$ cat config.mk
export PLATFORM = sky130hd
export DESIGN_NAME = elpis_uart_tx
export DESIGN_NICKNAME = d
export VERILOG_FILES = /design/src/rtl/elpis_uart_pkg.sv /design/src/rtl/elpis_uart_tx_fifo.sv /design/src/rtl/elpis_uart_tx.sv
export SDC_FILE = /design/constraint.sdc
export NUM_CORES = 1
export LEC_CHECK = 0
export ABC_AREA = 0
export CORE_ASPECT_RATIO = 1.1
export CORE_UTILIZATION = 50
export DETAILED_ROUTE_END_ITERATION = 12
export PLACE_DENSITY = 0.72
export RECOVER_POWER = 50
export SYNTH_ARGS = -nofsm -noshare
export SYNTH_HDL_FRONTEND = slang
export SYNTH_SLANG_ARGS = --single-unit
$ cat constraint.sdc
create_clock -name wb_clk_i -period 2.8 [get_ports wb_clk_i]
set_input_delay 0.56 -clock wb_clk_i [delete_from_list [all_inputs] [get_ports wb_clk_i]]
set_output_delay 0.56 -clock wb_clk_i [all_outputs]
set_load 0.005 [all_outputs]
$ cat src/rtl/elpis_uart_pkg.sv
// Shared state encoding and frame constants for the Elpis UART transmitter.
// Optional macro ELPIS_UART_TX_PARITY_EN adds an even-parity bit (PARITY state) to every frame.
package elpis_uart_pkg;

  localparam int DATA_BITS = 8;

`ifdef ELPIS_UART_TX_PARITY_EN
  localparam int PARITY_BITS = 1;
  typedef enum logic [2:0] {
    ST_IDLE,
    ST_START,
    ST_DATA,
    ST_PARITY,
    ST_STOP
  } tx_state_e;
`else
  localparam int PARITY_BITS = 0;
  typedef enum logic [2:0] {
    ST_IDLE,
    ST_START,
    ST_DATA,
    ST_STOP
  } tx_state_e;
`endif

  // Start + data + optional parity + stop, in bit periods.
  localparam int FRAME_BITS = 1 + DATA_BITS + PARITY_BITS + 1;

  function automatic int frame_cycles(input int clk_div);
    return FRAME_BITS * clk_div;
  endfunction

endpackage

$ cat src/rtl/elpis_uart_tx_fifo.sv
// Synchronous FIFO for the UART transmitter; DEPTH must be a power of 2 so pointers wrap naturally.
// Pushes while full and pops while empty are ignored.
module elpis_uart_tx_fifo #(
  parameter int DATA_W = 8,
  parameter int DEPTH  = 4
) (
  input  logic                     clk_i,
  input  logic                     rst_i,
  input  logic                     push_i,
  input  logic [DATA_W-1:0]        push_data_i,
  input  logic                     pop_i,
  output logic [DATA_W-1:0]        pop_data_o,
  output logic                     full_o,
  output logic                     empty_o,
  output logic [$clog2(DEPTH):0]   count_o
);

  localparam int PTR_W = $clog2(DEPTH);
  localparam logic [PTR_W:0] FULL_CNT = (PTR_W + 1)'(DEPTH);

  logic [DATA_W-1:0] mem_q [DEPTH];
  logic [PTR_W-1:0]  wr_ptr_q, wr_ptr_d;
  logic [PTR_W-1:0]  rd_ptr_q, rd_ptr_d;
  logic [PTR_W:0]    count_q, count_d;
  logic              push_ok, pop_ok;

  assign full_o     = (count_q == FULL_CNT);
  assign empty_o    = (count_q == '0);
  assign count_o    = count_q;
  assign pop_data_o = mem_q[rd_ptr_q];
  assign push_ok    = push_i && !full_o;
  assign pop_ok     = pop_i && !empty_o;

  always_comb begin
    wr_ptr_d = push_ok ? wr_ptr_q + PTR_W'(1) : wr_ptr_q;
    rd_ptr_d = pop_ok  ? rd_ptr_q + PTR_W'(1) : rd_ptr_q;
    count_d  = count_q;
    case ({push_ok, pop_ok})
      2'b10:   count_d = count_q + (PTR_W + 1)'(1);
      2'b01:   count_d = count_q - (PTR_W + 1)'(1);
      default: count_d = count_q;
    endcase
  end

  always_ff @(posedge clk_i) begin
    if (rst_i) begin
      wr_ptr_q <= '0;
      rd_ptr_q <= '0;
      count_q  <= '0;
    end else begin
      wr_ptr_q <= wr_ptr_d;
      rd_ptr_q <= rd_ptr_d;
      count_q  <= count_d;
    end
  end

  // Storage holds data only; occupancy is tracked by the reset pointers.
  always_ff @(posedge clk_i) begin
    if (push_ok) mem_q[wr_ptr_q] <= push_data_i;
  end

endmodule

$ cat src/rtl/elpis_uart_tx.sv
// Byte-oriented 8N1 UART transmitter with a small transmit FIFO and a registered serial output.
// Optional macro ELPIS_UART_TX_PARITY_EN inserts an even-parity bit between data and stop.
module elpis_uart_tx
  import elpis_uart_pkg::*;
#(
  parameter int CLK_DIV    = 347,
  parameter int FIFO_DEPTH = 4
) (
  input  logic                          wb_clk_i,
  input  logic                          wb_rst_i,
  input  logic                          wr_valid_i,
  input  logic [7:0]                    wr_data_i,
  output logic                          wr_ready_o,
  output logic                          tx_o,
  output logic                          busy_o,
  output logic [$clog2(FIFO_DEPTH):0]   fifo_count_o
);

  localparam int BAUD_W = $clog2(CLK_DIV);
  localparam int BIT_W  = $clog2(DATA_BITS);
  localparam logic [BAUD_W-1:0] BAUD_LAST = BAUD_W'(CLK_DIV - 1);
  localparam logic [BIT_W-1:0]  BIT_LAST  = BIT_W'(DATA_BITS - 1);

  tx_state_e              state_q, state_d;
  logic [BAUD_W-1:0]      baud_q, baud_d;
  logic [BIT_W-1:0]       bit_q, bit_d;
  logic [DATA_BITS-1:0]   shift_q, shift_d;
  logic                   tx_q, tx_d;
  logic                   baud_wrap;
  logic                   push, pop;
  logic                   fifo_full, fifo_empty;
  logic [7:0]             fifo_rd_data;

  elpis_uart_tx_fifo #(
    .DATA_W (8),
    .DEPTH  (FIFO_DEPTH)
  ) u_fifo (
    .clk_i       (wb_clk_i),
    .rst_i       (wb_rst_i),
    .push_i      (push),
    .push_data_i (wr_data_i),
    .pop_i       (pop),
    .pop_data_o  (fifo_rd_data),
    .full_o      (fifo_full),
    .empty_o     (fifo_empty),
    .count_o     (fifo_count_o)
  );

  assign wr_ready_o = !fifo_full;
  assign push       = wr_valid_i && !fifo_full;
  assign busy_o     = (state_q != ST_IDLE) || !fifo_empty;
  assign tx_o       = tx_q;
  assign baud_wrap  = (baud_q == BAUD_LAST);

`ifdef ELPIS_UART_TX_PARITY_EN
  logic parity_q;

  // Even parity is latched at pop time, since the shift register is consumed during DATA.
  always_ff @(posedge wb_clk_i) begin
    if (pop) parity_q <= ^fifo_rd_data;
  end
`endif

  always_comb begin
    state_d = state_q;
    baud_d  = baud_q;
    bit_d   = bit_q;
    shift_d = shift_q;
    pop     = 1'b0;
    tx_d    = 1'b1;

    if (state_q != ST_IDLE) baud_d = baud_wrap ? '0 : baud_q + BAUD_W'(1);

    case (state_q)
      ST_IDLE:  if (!fifo_empty) pop = 1'b1;
      ST_START: if (baud_wrap) state_d = ST_DATA;
      ST_DATA: begin
        if (baud_wrap) begin
          if (bit_q == BIT_LAST) begin
`ifdef ELPIS_UART_TX_PARITY_EN
            state_d = ST_PARITY;
`else
            state_d = ST_STOP;
`endif
          end else begin
            shift_d = shift_q >> 1;
            bit_d   = bit_q + BIT_W'(1);
          end
        end
      end
`ifdef ELPIS_UART_TX_PARITY_EN
      ST_PARITY: if (baud_wrap) state_d = ST_STOP;
`endif
      ST_STOP: begin
        if (baud_wrap) begin
          if (!fifo_empty) pop = 1'b1;
          else             state_d = ST_IDLE;
        end
      end
      default: state_d = ST_IDLE;
    endcase

    // A pop always starts a fresh frame, whether from IDLE or straight out of STOP.
    if (pop) begin
      state_d = ST_START;
      shift_d = fifo_rd_data;
      bit_d   = '0;
      baud_d  = '0;
    end

    // Line level is decided from the next state so tx_o is a plain flop output.
    case (state_d)
      ST_START:  tx_d = 1'b0;
      ST_DATA:   tx_d = shift_d[0];
`ifdef ELPIS_UART_TX_PARITY_EN
      ST_PARITY: tx_d = parity_q;
`endif
      default:   tx_d = 1'b1;
    endcase
  end

  always_ff @(posedge wb_clk_i) begin
    if (wb_rst_i) begin
      state_q <= ST_IDLE;
      baud_q  <= '0;
      bit_q   <= '0;
      tx_q    <= 1'b1;
    end else begin
      state_q <= state_d;
      baud_q  <= baud_d;
      bit_q   <= bit_d;
      tx_q    <= tx_d;
    end
  end

  always_ff @(posedge wb_clk_i) begin
    shift_q <= shift_d;
  end

endmodule
==> impl_metrics.toml, run 1 <==
[power_and_ir_drop]
peakVddDrop_mv = 0.4817
leakagePower_nw = 1.135
power.density_nw_per_um2 = 863.2

[clocking]
cts_tree = "done"
cts.sinks = 65
clock_latency_ns = 0.34
cts_buffer_depth = 2
holdBufCountCts = 0
root_buffer = "clkbuf_8"
clkSlewWorstSetupHoldPaths_ns = 0.08
htree_levels = 3
cts_buffers = 9

[layout]
final_common_cell = "edfxtp_1"
mostFrequentLayoutCells = "edfxtp_1 (39), dfxtp_1 (26), nor2_1 (21), a21oi_1 (11), inv_1 (10)"
syn2layout_area_growth_pct = 17.97
finalNetCount = 249
final_core_utilization_pct = 62.42
drive_gt1_share_pct = 17.17
n_antenna_cell = 0

[place]
port_buffers = 16
dpl.hpwl_um = 2893
gp_congestion = 0.7746

[synthesis]
postSynthNetCount = 221
synth_cell_types = 37
synth-edff-count = 39
synth_seq_area_share_pct = 63.09
synthFlopType = "edfxtp_1"
avgSynthCellArea_um2 = 13.41
syn_area_um2 = 2681
netlist_instances = 200
async_flop_share_pct = 0
synth_seq_cells = 65
synth_warnings = 0

[detailed_routing]
drt_drc_violations_left = 0
dr.pass1.iters = 4
dr_total_vias = 1578
wire_per_inst_um = 14.91
first_iter_violations = 66
ant_nets = 0
vias_per_cell = 5.423
drt-total-wl_um = 4339

[die]
dieArea_um2 = 5660
die_w_um = 71.82
rows = 27
fp.dieH_um = 78.81
initial_core_util_pct = 52.91
core_um2 = 5067
top_level_ports = 17

[global_routing]
grt_pass1_wl_um = 7265
grtUsageTotal_pct = 17.72
overflow = 0
first_global_vias = 1568
grt_max_degree = 15
antenna_found_initial = 0

[worst_setup_path]
startpoint_type = "flop"
path_max_fanout = 5
criticalPathCategory = "reg -> reg"
end_kind = "flop"
crit_arrival_ns = 2.83
crit_required_ns = 3.06

[min_path]
worstHoldPathType = "reg -> reg"

[timing]
setup_viol = 0
period_share_pct = 91.55
finalCriticalPeriod_ns = 2.564
relSlewSlack_pct = 63.93
tightest_slew_ns = 0.5403
tns_ns = 0
whs_ns = 0.5061
slew_viol_final = 0
rsz0062_at_grt = "no"
hold_viol_final = 0
max_freq_ghz = 0.3901
skew_ns = 0.01091

[run_status]
status = "complete, no violations"

[run]
drv_cap = 0
[critical path: stages, from the launching register on]
cell     delay [ns]
dfxtp_1        0.35
or4b_4         0.56
o31ai_4        0.21
nand2_2        0.09
inv_2          0.07
ha_1           0.17
inv_1          0.06
fa_1           0.37
xor2_1         0.15
or3_1          0.30
a21oi_1        0.15
[repair_timing]
action                                  CTS  global route
resized for setup                         0             2
buffers inserted                          0             1
endpoints found under the setup margin    0             1
[routing by layer]
layer / wire [um] / up-vias / track usage (%)
li1: - / 795 / -
met1: 2000 / 752 / 21.53
met2: 2118 / 22 / 27.36
met3: 128 / 9 / 5.203
met4: 91 / 0 / 11.76
met5: 0 / - / 0
[path summary, 6_finish.rpt]
path,start,end,slack (ns),depth (start not counted)
worst min-delay path,bit_q[2],bit_q[2],0.51,2
worst max register to register,baud_q[5],u_fifo.count_o[2],0.24,10
worst min register to register,bit_q[2],bit_q[2],0.51,2
worst max-delay path,baud_q[5],u_fifo.count_o[2],0.24,10
[kinds of logic after synthesis]
kind of cell | share of synthesized area, %
and+or+nand+nor | 11.06
AOI/OAI and AO/OA | 6.813
xor gates and xnor gates | 3.593
DFF | 63.09
buffers and inverters | 2.520
other | 0.1399
muxes | 7.839
adders and majority gates | 4.946
[final cells by class]
type / instances / area, um^2
Clock buffer: 9 / 123.9
Clock inverter: 7 / 83.83
Fill cell: 381 / 1904
Inverter: 11 / 41.29
Multi-Input combinational cell: 119 / 944.7
Sequential cell: 65 / 1692
Tap cell: 58 / 72.57
Timing Repair Buffer: 22 / 205.2
[flip-flops by register name (all words and copies together) (netlist names), named ones only]
name and cells:
state_q 3, u_fifo.mem_q 32, bit_q 3, shift_q 8, u_fifo.wr_ptr_q 2, u_fifo.count_o 3
baud_q 9, u_fifo.rd_ptr_q 2, tx_o 1
[through the flow]
stage | cell area (um^2) | power, W | setup WS (ns) | std cells
6_report | 3163 | 0.002730 | 0.2365 | 291
5_1_grt | 3163 | 0.002884 | 0.04534 | 291
4_1_cts | 3144 | 0.002757 | 0.05309 | 290
3_5_place_dp | 2937 | 0.001930 | 0.08220 | 274
3_3_place_gp | 2937 | 0.001914 | 0.1644 | 274
2_1_floorplan | 2686 | 0.001712 | 0.01099 | 200
[synth_stat cells (2+ instances only)]
master / n / share of area [%]
mux2i_1: 3 / 1.1
and3_2: 2 / 0.56
and3_1: 4 / 0.93
xor2_1: 8 / 2.6
mux4_2: 8 / 6.7
nor2_1: 21 / 2.9
inv_1: 10 / 1.4
nand2_1: 9 / 1.3
nand4_1: 4 / 0.93
nor3_1: 7 / 1.3
clkbuf_1: 2 / 0.28
or3_1: 4 / 0.93
a21o_1: 2 / 0.56
nand3_1: 2 / 0.37
xnor2_1: 3 / 0.98
buf_4: 2 / 0.56
dfxtp_1: 26 / 19
edfxtp_1: 39 / 44
a21oi_1: 11 / 2.1
a22o_1: 5 / 1.6
or2_2: 2 / 0.47
o21ai_0: 3 / 0.56
ha_1: 9 / 4.2
[where the power goes]
part / total (W) / internal, W / switching, W
clock network: 0.000824 / 0.000428 / 0.000396
logic: 0.000601 / 0.000318 / 0.000283
registers: 0.00131 / 0.00119 / 0.000120
total: 0.00273 / 0.00193 / 0.000799
No activity file was read; power rests on OpenSTA's default activity.
==> inputs of run 2 (changes only) <==
--- a/config.mk
+++ b/config.mk
@@ -9,7 +9,7 @@
 export CORE_ASPECT_RATIO = 1.1
 export CORE_UTILIZATION = 50
 export DETAILED_ROUTE_END_ITERATION = 12
-export PLACE_DENSITY = 0.72
+export PLACE_DENSITY = 0.69
 export RECOVER_POWER = 50
 export SYNTH_ARGS = -nofsm -noshare
 export SYNTH_HDL_FRONTEND = slang
==> constraint.sdc (replaced) <==
create_clock -name wb_clk_i -period 3.3 [get_ports wb_clk_i]
set_input_delay 0.66 -clock wb_clk_i [delete_from_list [all_inputs] [get_ports wb_clk_i]]
set_output_delay 0.66 -clock wb_clk_i [all_outputs]
set_load 0.005 [all_outputs]
==> run 2 against run 1 <==
Against the previous run:
- power down 19%
- clock skew down 0.0053 ns
- core utilization down 1.5 points
- critical path type unchanged
- critical endpoint unchanged
- largest cell class unchanged
==> impl_metrics.toml, run 2 (synthesized netlist as in run 1, its figures left out) <==
[layout]
max_flop_register = "u_fifo.mem_q"
final_common_cell = "edfxtp_1"
finalInstanceArea_um2 = 3089
n_antenna_cell = 0
reg_top3 = "u_fifo.mem_q x32, baud_q x9, shift_q x8"
syn2layout_area_growth_pct = 15.21
mostFrequentLayoutCells = "edfxtp_1 (39), dfxtp_1 (26), nor2_1 (21), clkbuf_8 (12), a21oi_1 (11)"
finalNetCount = 245
largest_reg_flops = 32
drive_gt1_share_pct = 13.54
fill_cells = 389

[worst_setup_path]
reg2reg_from = "baud_q[2]"
startpoint_type = "flop"
end_kind = "flop"
crit_arrival_ns = 3.24
r2r_slack_ns = 0.32
rr_worst_depth = 10
criticalPathCategory = "reg -> reg"
crit_required_ns = 3.56
path_max_fanout = 8
reg2reg_to = "u_fifo.count_o[2]"

[min_path]
hp-start = "baud_q[7]"
hold-path-cell-count = 2
worstHoldPathType = "reg -> reg"
min_to = "baud_q[7]"

[detailed_routing]
vias_per_cell = 5.683
drt_drc_violations_left = 0
dr_total_vias = 1631
ant_nets = 0
drt-total-wl_um = 4498
dr.pass1.iters = 4
wire_per_inst_um = 15.67
first_iter_violations = 92

[clocking]
post-cts-setup-buffers = 0
cts.sinks = 65
clkSlewWorstSetupHoldPaths_ns = 0.07
holdBufCountCts = 0
cts_buffers = 9
root_buffer = "clkbuf_8"
cts_resized = 0
cts_tree = "done"
htree_levels = 3
cts_buffer_depth = 2
clock_latency_ns = 0.33

[timing]
hold_viol_final = 0
tightest_slew_ns = 0.5389
relSlewSlack_pct = 64.02
rsz0062_at_grt = "no"
layout_setup_ws_ns = 0.3155
finalCriticalPeriod_ns = 2.985
slew_viol_final = 0
setup_viol = 0
tns_ns = 0
skew_ns = 0.005650
max_freq_ghz = 0.3351
period_share_pct = 90.44

[die]
core_um2 = 5067
rows = 27
initial_core_util_pct = 52.91
die_w_um = 71.82
top_level_ports = 17
fp.dieH_um = 78.81
dieArea_um2 = 5660

[power_and_ir_drop]
p_sw_w = 0.0006179
netSwitchingFraction_pct = 27.97
pwr-share-clk_pct = 27.6
power_frac_seq_pct = 50.1
peakVddDrop_mv = 0.4496
leakagePower_nw = 1.106
power.density_nw_per_um2 = 715.2
comb_power_share_pct = 22.3
p_int_w = 0.001591

[run_status]
status = "complete, no violations"

[global_routing]
antenna_found_initial = 0
first_global_vias = 1690
grt_pass1_wl_um = 7700
grt_max_degree = 13
overflow = 0
grtUsageTotal_pct = 18.63

[place]
dp_slack_ns = 0.3623
gp_congestion = 0.8438
dpl.hpwl_um = 3261
port_buffers = 16
dpl-instance-area_um2 = 2909

[run]
drv_cap = 0
==> run 2: worst max-delay path, stage by stage (launching register included) <==
cell	delay (ns)
dfxtp_1	0.34
or4b_1	0.63
o31ai_1	0.35
nand2_1	0.20
inv_2	0.17
ha_1	0.20
inv_1	0.06
fa_1	0.37
xor2_1	0.15
or3_1	0.30
a21oi_1	0.14
==> run 2: how the worst max path moves through the flow <==
| stage | start | end | cells past startpoint |
|---|---|---|---|
| 5_1_grt | baud_q[2] | u_fifo.count_o[2] | 10 |
| 4_1_cts | baud_q[2] | u_fifo.count_o[2] | 10 |
| 6_report | baud_q[2] | u_fifo.count_o[2] | 10 |
| 2_1_floorplan | baud_q[2] | u_fifo.count_o[2] | 10 |
| 3_3_place_gp | baud_q[2] | u_fifo.count_o[2] | 10 |
| 3_5_place_dp | baud_q[2] | u_fifo.count_o[2] | 10 |
==> run 2: metal layers <==
metal / wire [um] / share of wire (%) / track usage (%)
met1: 1863 / 41 / 20.69
met2: 2383 / 53 / 32.74
met3: 114 / 2.5 / 3.426
met4: 136 / 3.0 / 11.76
met5: 0 / 0 / 0
==> run 2: cell type report <==
cell class	instances	area [um^2]	area share (%)
Tap cell	58	72.57	2.349
Inverter	11	41.29	1.337
Sequential cell	65	1692	54.76
Multi-Input combinational cell	119	924.6	29.93
Timing Repair Buffer	18	175.2	5.670
Clock buffer	14	172.7	5.589
Clock inverter	2	11.26	0.3645
==> run 2: power groups by stage <==
stage          sequential, W  clock [W]  combinational (W)
6_report             0.00111   0.000611           0.000492
5_1_grt              0.00112   0.000652           0.000553
4_1_cts              0.00111   0.000626           0.000501
3_5_place_dp         0.00113          0           0.000498
3_3_place_gp         0.00112          0           0.000480
2_1_floorplan        0.00107          0           0.000376
==> run 2: per-stage QoR <==
stage / util, % / instances / hold slack (ns) / power, W
detailed placement: 57.41 / 271 / 0.4996 / 0.001624
floorplan: - / 200 / 0.4646 / 0.001451
CTS: 61.04 / 287 / 0.5117 / 0.002236
finish: 60.96 / 287 / 0.5096 / 0.002209
global placement: 57.41 / 271 / 0.4803 / 0.001595
global route: 60.96 / 287 / 0.5474 / 0.002329
==> inputs of run 3 (changes only) <==
--- a/config.mk
+++ b/config.mk
@@ -11,6 +11,8 @@
 export DETAILED_ROUTE_END_ITERATION = 12
 export PLACE_DENSITY = 0.69
 export RECOVER_POWER = 50
+export SKIP_LAST_GASP = 1
 export SYNTH_ARGS = -nofsm -noshare
 export SYNTH_HDL_FRONTEND = slang
 export SYNTH_SLANG_ARGS = --single-unit
+export TNS_END_PERCENT = 20
==> results of run 3 <==
Same layout as run 2: the final DEF is identical, and so are final timing and power.
